<file path="config.mk">
export PLATFORM = sky130hd
export DESIGN_NAME = desired_drive_pipe
export DESIGN_NICKNAME = d
export VERILOG_FILES = /design/src/rtl/desired_drive_pipe.sv
export SDC_FILE = /design/constraint.sdc
export NUM_CORES = 1
export LEC_CHECK = 0
export ABC_AREA = 0
export ABC_CLOCK_PERIOD_IN_PS = 20600
export BUFFER_PORTS_ARGS = -buffer_cell sky130_fd_sc_hd__buf_4
export CAP_MARGIN = 20
export CORE_MARGIN = 2
export CORE_UTILIZATION = 40
export DETAILED_ROUTE_END_ITERATION = 6
export PLACE_DENSITY = 0.58
export SLEW_MARGIN = 5
export SYNTH_ARGS = -nofsm -noshare
export SYNTH_HDL_FRONTEND = slang
export SYNTH_SLANG_ARGS = --single-unit
</file>
<file path="constraint.sdc">
create_clock -name clk -period 20.6 [get_ports clk]
set_input_delay 4.12 -clock clk [delete_from_list [all_inputs] [get_ports clk]]
set_output_delay 4.12 -clock clk [all_outputs]
set_load 0.05 [all_outputs]
</file>
<file path="src/rtl/desired_drive_pipe.sv">
// Desired-drive target current: torque x incline x cadence x assist on one shared
// multiplier over three cycles, then a slew-limited, registered output.
module desired_drive_pipe #(
  parameter int TORQUE_W   = 12,
  parameter int INCL_W     = 13,
  parameter int CAD_W      = 5,
  parameter int SCALE_W    = 3,
  parameter int OUT_W      = 12,
  parameter int TORQUE_MIN = 'h380,
  parameter int CAD_MIN    = 2,
  parameter int PROD_SHIFT = 15,
  parameter int SLEW_STEP  = 'h100
) (
  input  logic                     clk,
  input  logic                     rst,
  input  logic                     vld_in,
  input  logic [TORQUE_W-1:0]      avg_torque,
  input  logic [CAD_W-1:0]         cadence,
  input  logic                     not_pedaling,
  input  logic signed [INCL_W-1:0] incline,
  input  logic [SCALE_W-1:0]       scale,
  output logic                     busy,
  output logic                     vld_out,
  output logic [OUT_W-1:0]         target_curr
);
  localparam int P_W  = TORQUE_W + 9 + CAD_W + 1 + SCALE_W;
  localparam int MB_A = (CAD_W + 1 > 9) ? CAD_W + 1 : 9;
  localparam int MB_W = (SCALE_W > MB_A) ? SCALE_W : MB_A;
  localparam logic signed [INCL_W-1:0] INCL_HI = INCL_W'(511);
  localparam logic signed [INCL_W-1:0] INCL_LO = INCL_W'(-512);
  localparam logic [OUT_W:0] STEP_W = (OUT_W+1)'(SLEW_STEP);

  typedef enum logic [2:0] {IDLE, MUL1, MUL2, MUL3, SLEW} state_t;
  state_t state, state_nx;

  logic [TORQUE_W-1:0]      torque_q;
  logic [CAD_W-1:0]         cad_q;
  logic                     np_q;
  logic signed [INCL_W-1:0] incl_q;
  logic [SCALE_W-1:0]       scale_q;
  logic [P_W-1:0]           p_q;

  logic [9:0]          incl_sat;
  logic [10:0]         incl_off;
  logic [8:0]          incl_lim;
  logic [CAD_W:0]      cad_factor;
  logic [TORQUE_W-1:0] torque_pos;
  logic [P_W-1:0]      mul_a, mul_prod;
  logic [MB_W-1:0]     mul_b;
  logic [OUT_W-1:0]    raw, target_nx;
  logic [OUT_W:0]      raw_w, tgt_w;

  // Operand conditioning from the captured sample
  always_comb begin
    if (incl_q > INCL_HI)      incl_sat = 10'h1FF;
    else if (incl_q < INCL_LO) incl_sat = 10'h200;
    else                       incl_sat = incl_q[9:0];
    incl_off = {incl_sat[9], incl_sat} + 11'd256;
    if (incl_off[10])     incl_lim = 9'd0;
    else if (incl_off[9]) incl_lim = 9'h1FF;
    else                  incl_lim = incl_off[8:0];
    cad_factor = (cad_q >= CAD_W'(CAD_MIN)) ? {1'b1, cad_q} : '0;
    torque_pos = (torque_q > TORQUE_W'(TORQUE_MIN)) ? torque_q - TORQUE_W'(TORQUE_MIN) : '0;
  end

  // Shared multiplier: first pass seeds from torque, later passes accumulate into p_q
  always_comb begin
    mul_a = p_q;
    mul_b = '0;
    case (state)
      MUL1: begin
        mul_a = P_W'(torque_pos);
        mul_b = MB_W'(incl_lim);
      end
      MUL2:    mul_b = MB_W'(cad_factor);
      MUL3:    mul_b = MB_W'(scale_q);
      default: mul_b = '0;
    endcase
    mul_prod = mul_a * {{(P_W-MB_W){1'b0}}, mul_b};
  end

  always_comb begin
    if (np_q)                              raw = '0;
    else if (|p_q[P_W-1:PROD_SHIFT+OUT_W]) raw = '1;
    else                                   raw = p_q[PROD_SHIFT+OUT_W-1:PROD_SHIFT];
    raw_w = {1'b0, raw};
    tgt_w = {1'b0, target_curr};
    if (np_q)
      target_nx = '0;
    else if (raw_w > tgt_w)
      target_nx = (raw_w - tgt_w <= STEP_W) ? raw : target_curr + OUT_W'(SLEW_STEP);
    else
      target_nx = (tgt_w - raw_w <= STEP_W) ? raw : target_curr - OUT_W'(SLEW_STEP);
  end

  always_comb begin
    state_nx = IDLE;
    case (state)
      IDLE:    state_nx = vld_in ? MUL1 : IDLE;
      MUL1:    state_nx = MUL2;
      MUL2:    state_nx = MUL3;
      MUL3:    state_nx = SLEW;
      default: state_nx = IDLE;
    endcase
  end

  assign busy = (state != IDLE);

  always_ff @(posedge clk or posedge rst) begin
    if (rst) begin
      state       <= IDLE;
      torque_q    <= '0;
      cad_q       <= '0;
      np_q        <= 1'b0;
      incl_q      <= '0;
      scale_q     <= '0;
      p_q         <= '0;
      vld_out     <= 1'b0;
      target_curr <= '0;
    end else begin
      state   <= state_nx;
      vld_out <= (state == SLEW);
      if (state == IDLE && vld_in) begin
        torque_q <= avg_torque;
        cad_q    <= cadence;
        np_q     <= not_pedaling;
        incl_q   <= incline;
        scale_q  <= scale;
      end
      if (state == MUL1 || state == MUL2 || state == MUL3)
        p_q <= mul_prod;
      if (state == SLEW)
        target_curr <= target_nx;
    end
  end
endmodule

</file>
* Word-level counts from Yosys, hierarchy flattened
Index checks and enable logic that the tools add are counted.
Word-level totals: flip-flop bits (word level) 80, bits of input ports 37, output and inout port bits 14, word-level logic and storage cells 49
Cells by class: add/sub/neg operators 6, multiply operators 1, $lt $le $gt $ge 7, equality and inequality tests 4, muxes and demuxes 16, reduce and logical (&&, ||, !) cells 6
Operators with widths (count):
- $mux W12 | 7
- $mul A30 B9 Y30 | 1
- $mux W30 | 1
- $pmux W9 S3 | 1
- $le A13 B9 Y1 const B | 2
- $sub A12 B12 Y13 | 2
- $mux W10 | 2
- $mux W9 | 2
- $gt A13 B10 Y1 const B | 1
- $lt A13 B10 Y1 const B | 1
- $add A12 B9 Y12 const B | 1
- $gt A12 B10 Y1 const B | 1
- $gt A12 B12 Y1 | 1
- $pmux W3 S4 | 1
- $sub A12 B10 Y12 const B | 1
- $sub A12 B9 Y12 const B | 1
- $add A10 B10 Y11 const B | 1
- $eq A3 B2 Y1 const B | 2
- $mux W6 | 1
- $ge A5 B2 Y1 const B | 1
- $eq A3 B1 Y1 const B | 1
- $eq A3 B3 Y1 const B | 1
- $logic_not A3 Y1 | 1
- $reduce_bool A3 Y1 | 1
- 4 further kinds | 5

* Longest topological paths before layout
depth after elaboration 8, gate-level depth with buffers 29, gate-level depth less buffers 27

* Worst setup path before layout
OpenSTA, ideal clock, no wires.
kind flip-flop to flip-flop, start point register incl_q[9], end point register p_q[28], setup time 0.069 ns, arrival time 6.568 ns, required time 20.531 ns, path slack 13.963 ns, cell stages (with the launch flop) 27, path buffers 3, period minus slack after synthesis 6.637 ns, cell sequence dfrtp_1 > nand3_1 > nand2_1 > a21o_1 > inv_1 > ha_1 > or4b_1 > clkbuf_1 > clkbuf_1 > o21bai_1 > clkbuf_1 > nand2_1 > fa_1 > inv_1 > fa_1 > fa_1 > inv_1 > fa_1 > inv_1 > ha_1 > a21oi_1 > a21boi_1 > o311a_1 > o41a_1 > a41o_1 > or4_1 > nand3_1
On the way: word-level cells in the longest chain between the ends 8, elaborated cells between the ends (all ways) 9, classes of those cells 1 x add/sub; 1 x mul; 2 x order compare; 5 x mux
RTL lines:
- from (decl) | RTL line 39 | logic signed [INCL_W-1:0] incl_q;
- from (signal assigned) | RTL line 127 | incl_q <= incline;
- $lt A13 B10 Y1 | RTL line 56 | else if (incl_q < INCL_LO) incl_sat = 10'h200;
- $mux W10 | RTL line 56
- $mux W10 (*) | RTL line 55 | if (incl_q > INCL_HI) incl_sat = 10'h1FF;
- $add A10 B10 Y11 (*) | RTL line 58 | incl_off = {incl_sat[9], incl_sat} + 11'd256;
- $mux W9 | RTL line 60 | else if (incl_off[9]) incl_lim = 9'h1FF;
- $mux W9 (*) | RTL line 59 | if (incl_off[10]) incl_lim = 9'd0;
- $pmux W9 S3 (*) | RTL line 70 | case (state)
- $mul A30 B9 Y30 (*) | RTL line 79 | mul_prod = mul_a * {{(P_W-MB_W){1'b0}}, mul_b};
- to (signal assigned) | RTL line 131 | p_q <= mul_prod;
- to (decl) | RTL line 41 | logic [P_W-1:0] p_q;
Mark *: on every way between the ends. The rest lies on a longest branch, timed or not. A chain may end at the register's enable or synchronous reset.

* Worst setup path after layout
Ends and elaborated chain as after synthesis.

==> flow_metrics.py <==
metrics = {
    "outcome": {
        "status": "finished clean",
    },
    "sta": {
        "fin_skew_ns": 0.00981,
        "min_period_ns": 7.42,
        "slew_violations": 0,
        "finalSetupViolations": 0,
        "setup-tns-final_ns": 0,
        "hold_viol": 0,
        "slew_headroom_pct": 32.7,
        "fmax_mhz": 135,
        "tightestPinTransition_ns": 1.00,
        "rsz0062_at_grt": "false",
        "post-route-period-util_pct": 36.0,
    },
    "clock_network": {
        "hold_buffers": 0,
        "ctsRootBufferMaster": "clkbuf_16",
        "clk_pin_slew_worst_paths_ns": 0.07,
        "cts_tree": "built",
        "clock_tree.buffer_depth": 2,
        "htree_levels": 3,
        "numCtsBuffers": 9,
        "clock_latency_ns": 0.36,
        "cts.sinks": 80,
        "cts_setup_buffers": 0,
        "cts_resized": 0,
    },
    "logic_synthesis": {
        "ys_top_cells_by_area": "fa_1 (29%), dfrtp_1 (17%), ha_1 (7.3%)",
        "syn_inst": 1310,
        "async_reset_ff_share_pct": 100,
        "synth_area_um2": 11400,
        "ys_seq_area_share_pct": 17.5,
        "synth_top_cell_area_share_pct": 28.9,
        "synthMostInstantiatedCell": "inv_1",
        "synthTopCellsByCount": "inv_1 (222), fa_1 (165), nor2_1 (135)",
        "synth_edf_count": 0,
        "synth_top_cell_by_area": "fa_1",
        "synth_area_per_cell_um2": 8.73,
        "synth_ff_type": "dfrtp_1",
        "ys_ff_latch": 80,
        "synth.yosys.warnings": 0,
        "ys_types": 79,
    },
    "place": {
        "routabilityCongestion": 0.859,
        "hpwl_um": 23900,
        "port_buffers": 50,
        "dp.cells": 1717,
    },
    "worst_setup_path": {
        "worst-path-buf-inv": 4,
        "crit_arrival_ns": 7.72,
        "cpMaxStageDelayCell": "o21bai_1",
        "crit_chain": "nand3_1 > nand2_1 > a21o_1 > inv_1 > ha_1 > or4b_1 > o21bai_1 > nand2_1 > fa_1 > inv_1 > fa_1 > inv_1 > fa_1 > fa_1 > inv_1 > ha_1 > a21oi_1 > a21boi_1 > o311a_1 > o41a_1 > a41o_1 > or4_1 > nand3_1",
        "critPathLaunchType": "flop",
        "cp-end-kind": "flop",
        "regToRegStartpoint": "incl_q[9]",
        "crit_fanout": 16,
        "critPathKind": "reg2reg",
        "max_stage_delay_ns": 0.85,
        "cp-startpoint": "incl_q[9]",
        "critPathRequiredTime_ns": 20.89,
        "path_delay_family": "adder cells",
    },
    "flow_run": {
        "cap_violations": 0,
    },
    "worst_hold_path": {
        "hold_class": "reg2reg",
        "worstHoldStart": "incl_q[2]",
    },
    "cells_and_area": {
        "fillers": 2811,
        "nNetsFinal": 1620,
        "n_antenna_cell": 0,
        "fin_cells": 1734,
        "area_delta_synth_final_pct": 9.92,
        "drive_above_1_share_pct": 9.51,
    },
    "global_routing": {
        "grtUsageTotal_pct": 20.6,
        "grt_overflow": 0,
        "grt_pass1_wl_um": 49400,
        "antenna_found_initial": 0,
        "grt_start_max_net_pins": 84,
        "grt_pass1_vias": 9173,
    },
    "routing": {
        "routed_wl_um": 29500,
        "firstDrtPassIters": 6,
        "ant_nets": 0,
        "drcViolationCount": 0,
        "vias": 9109,
        "wl_per_cell_um": 17.0,
        "drtIter0Drc": 662,
        "viasPerCell": 5.25,
    },
    "floorplan": {
        "io_pins": 51,
        "core_area_um2": 28000,
        "dieArea_um2": 30000,
        "start_util_pct": 40.8,
        "dieHeight_um": 173,
        "die_w_um": 173,
        "fp-row-count": 61,
    },
}
==> worst paths after layout <==
kind,endpoint,slack [ns],cells past startpoint
worst min-delay path,incl_q[2],0.51,1
min in group asynchronous,torque_q[4],3.69,2
worst min register to register,incl_q[2],0.51,1
max in group asynchronous,p_q[22],15.70,3
worst max register to register,p_q[28],13.18,23
worst max-delay path,p_q[28],13.18,23
==> metrics by stage <==
stage                     util, %  hold WS [ns]  setup WS (ns)  cell area, µm²
final                        44.9         0.511          13.18           12600
after global routing         44.9         0.520          12.60           12600
after CTS                    44.8         0.514          13.17           12600
after detailed placement     43.6         0.495          13.19           12200
after global placement       43.6         0.496          13.35           12200
after floorplan                 -         0.450          13.96           11500
==> worst register-to-register path: stages, from the launching register on <==
cell and delay, ns:
dfrtp_1 0.41, nand3_1 0.10, nand2_1 0.07, a21o_1 0.13, inv_1 0.04, ha_1 0.17
or4b_1 0.76, o21bai_1 0.85, nand2_1 0.21, fa_1 0.59, inv_1 0.06, fa_1 0.50
inv_1 0.06, fa_1 0.45, fa_1 0.51, inv_1 0.04, ha_1 0.32, a21oi_1 0.19
a21boi_1 0.14, o311a_1 0.41, o41a_1 0.52, a41o_1 0.28, or4_1 0.46, nand3_1 0.09
==> cells in the final DEF, fill, tap and decap left out, types with 18 or more instances in the layout <==
cell type | synthesis | final
xor2_1 | 18 | 18
buf_4 | 1 | 55
inv_1 | 222 | 221
fa_1 | 165 | 165
nor2_1 | 135 | 134
xnor2_1 | 19 | 19
nand3_1 | 58 | 58
mux2_2 | 39 | 39
a21oi_1 | 39 | 39
conb_1 | 2 | 30
nand2_1 | 133 | 133
o21ai_0 | 50 | 50
dfrtp_1 | 80 | 80
ha_1 | 67 | 67
==> final cells by class <==
| cell class | count | area, µm² | area share, % |
|---|---|---|---|
| Multi-Input combinational cell | 982 | 8500 | 67.6 |
| Sequential cell | 80 | 2000 | 15.9 |
| Inverter | 222 | 835 | 6.64 |
| Tap cell | 378 | 473 | 3.76 |
| Timing Repair Buffer | 56 | 433 | 3.44 |
| Clock buffer | 9 | 225 | 1.79 |
| Clock inverter | 7 | 109 | 0.866 |
==> flip-flops by register name (all words and copies together), names as in the netlist, 3 cells and up <==
register,flops
p_q,30
incl_q,13
target_curr,12
torque_q,12
cad_q,5
scale_q,3
state,3
==> kinds of logic (layout without fill, tap and decap cells) <==
| group | Yosys count | count (layout) | share of synthesized area (%) |
|---|---|---|---|
| XOR/XNOR | 38 | 38 | 3.03 |
| other | 2 | 30 | 0.0656 |
| flip-flops | 80 | 80 | 17.5 |
| AO/OA/AOI/OAI | 213 | 213 | 12.8 |
| adder cells (fa/ha/maj) | 232 | 232 | 36.2 |
| multiplexers | 42 | 42 | 4.11 |
| buffers and inverters | 276 | 294 | 9.20 |
| AND/OR/NAND/NOR | 427 | 427 | 17.1 |
==> metal layers <==
layer	part of all wire (%)	GRT usage [%]	vias up
met5	0	0	-
met4	2.2	5.54	0
met3	4.1	2.26	32
met2	48	34.4	215
met1	46	28.6	4563
li1	-	-	4299
Power is left out: the tool's default activity adds up to more than one toggle a clock period on the data nets, which glitch-free logic cannot reach.
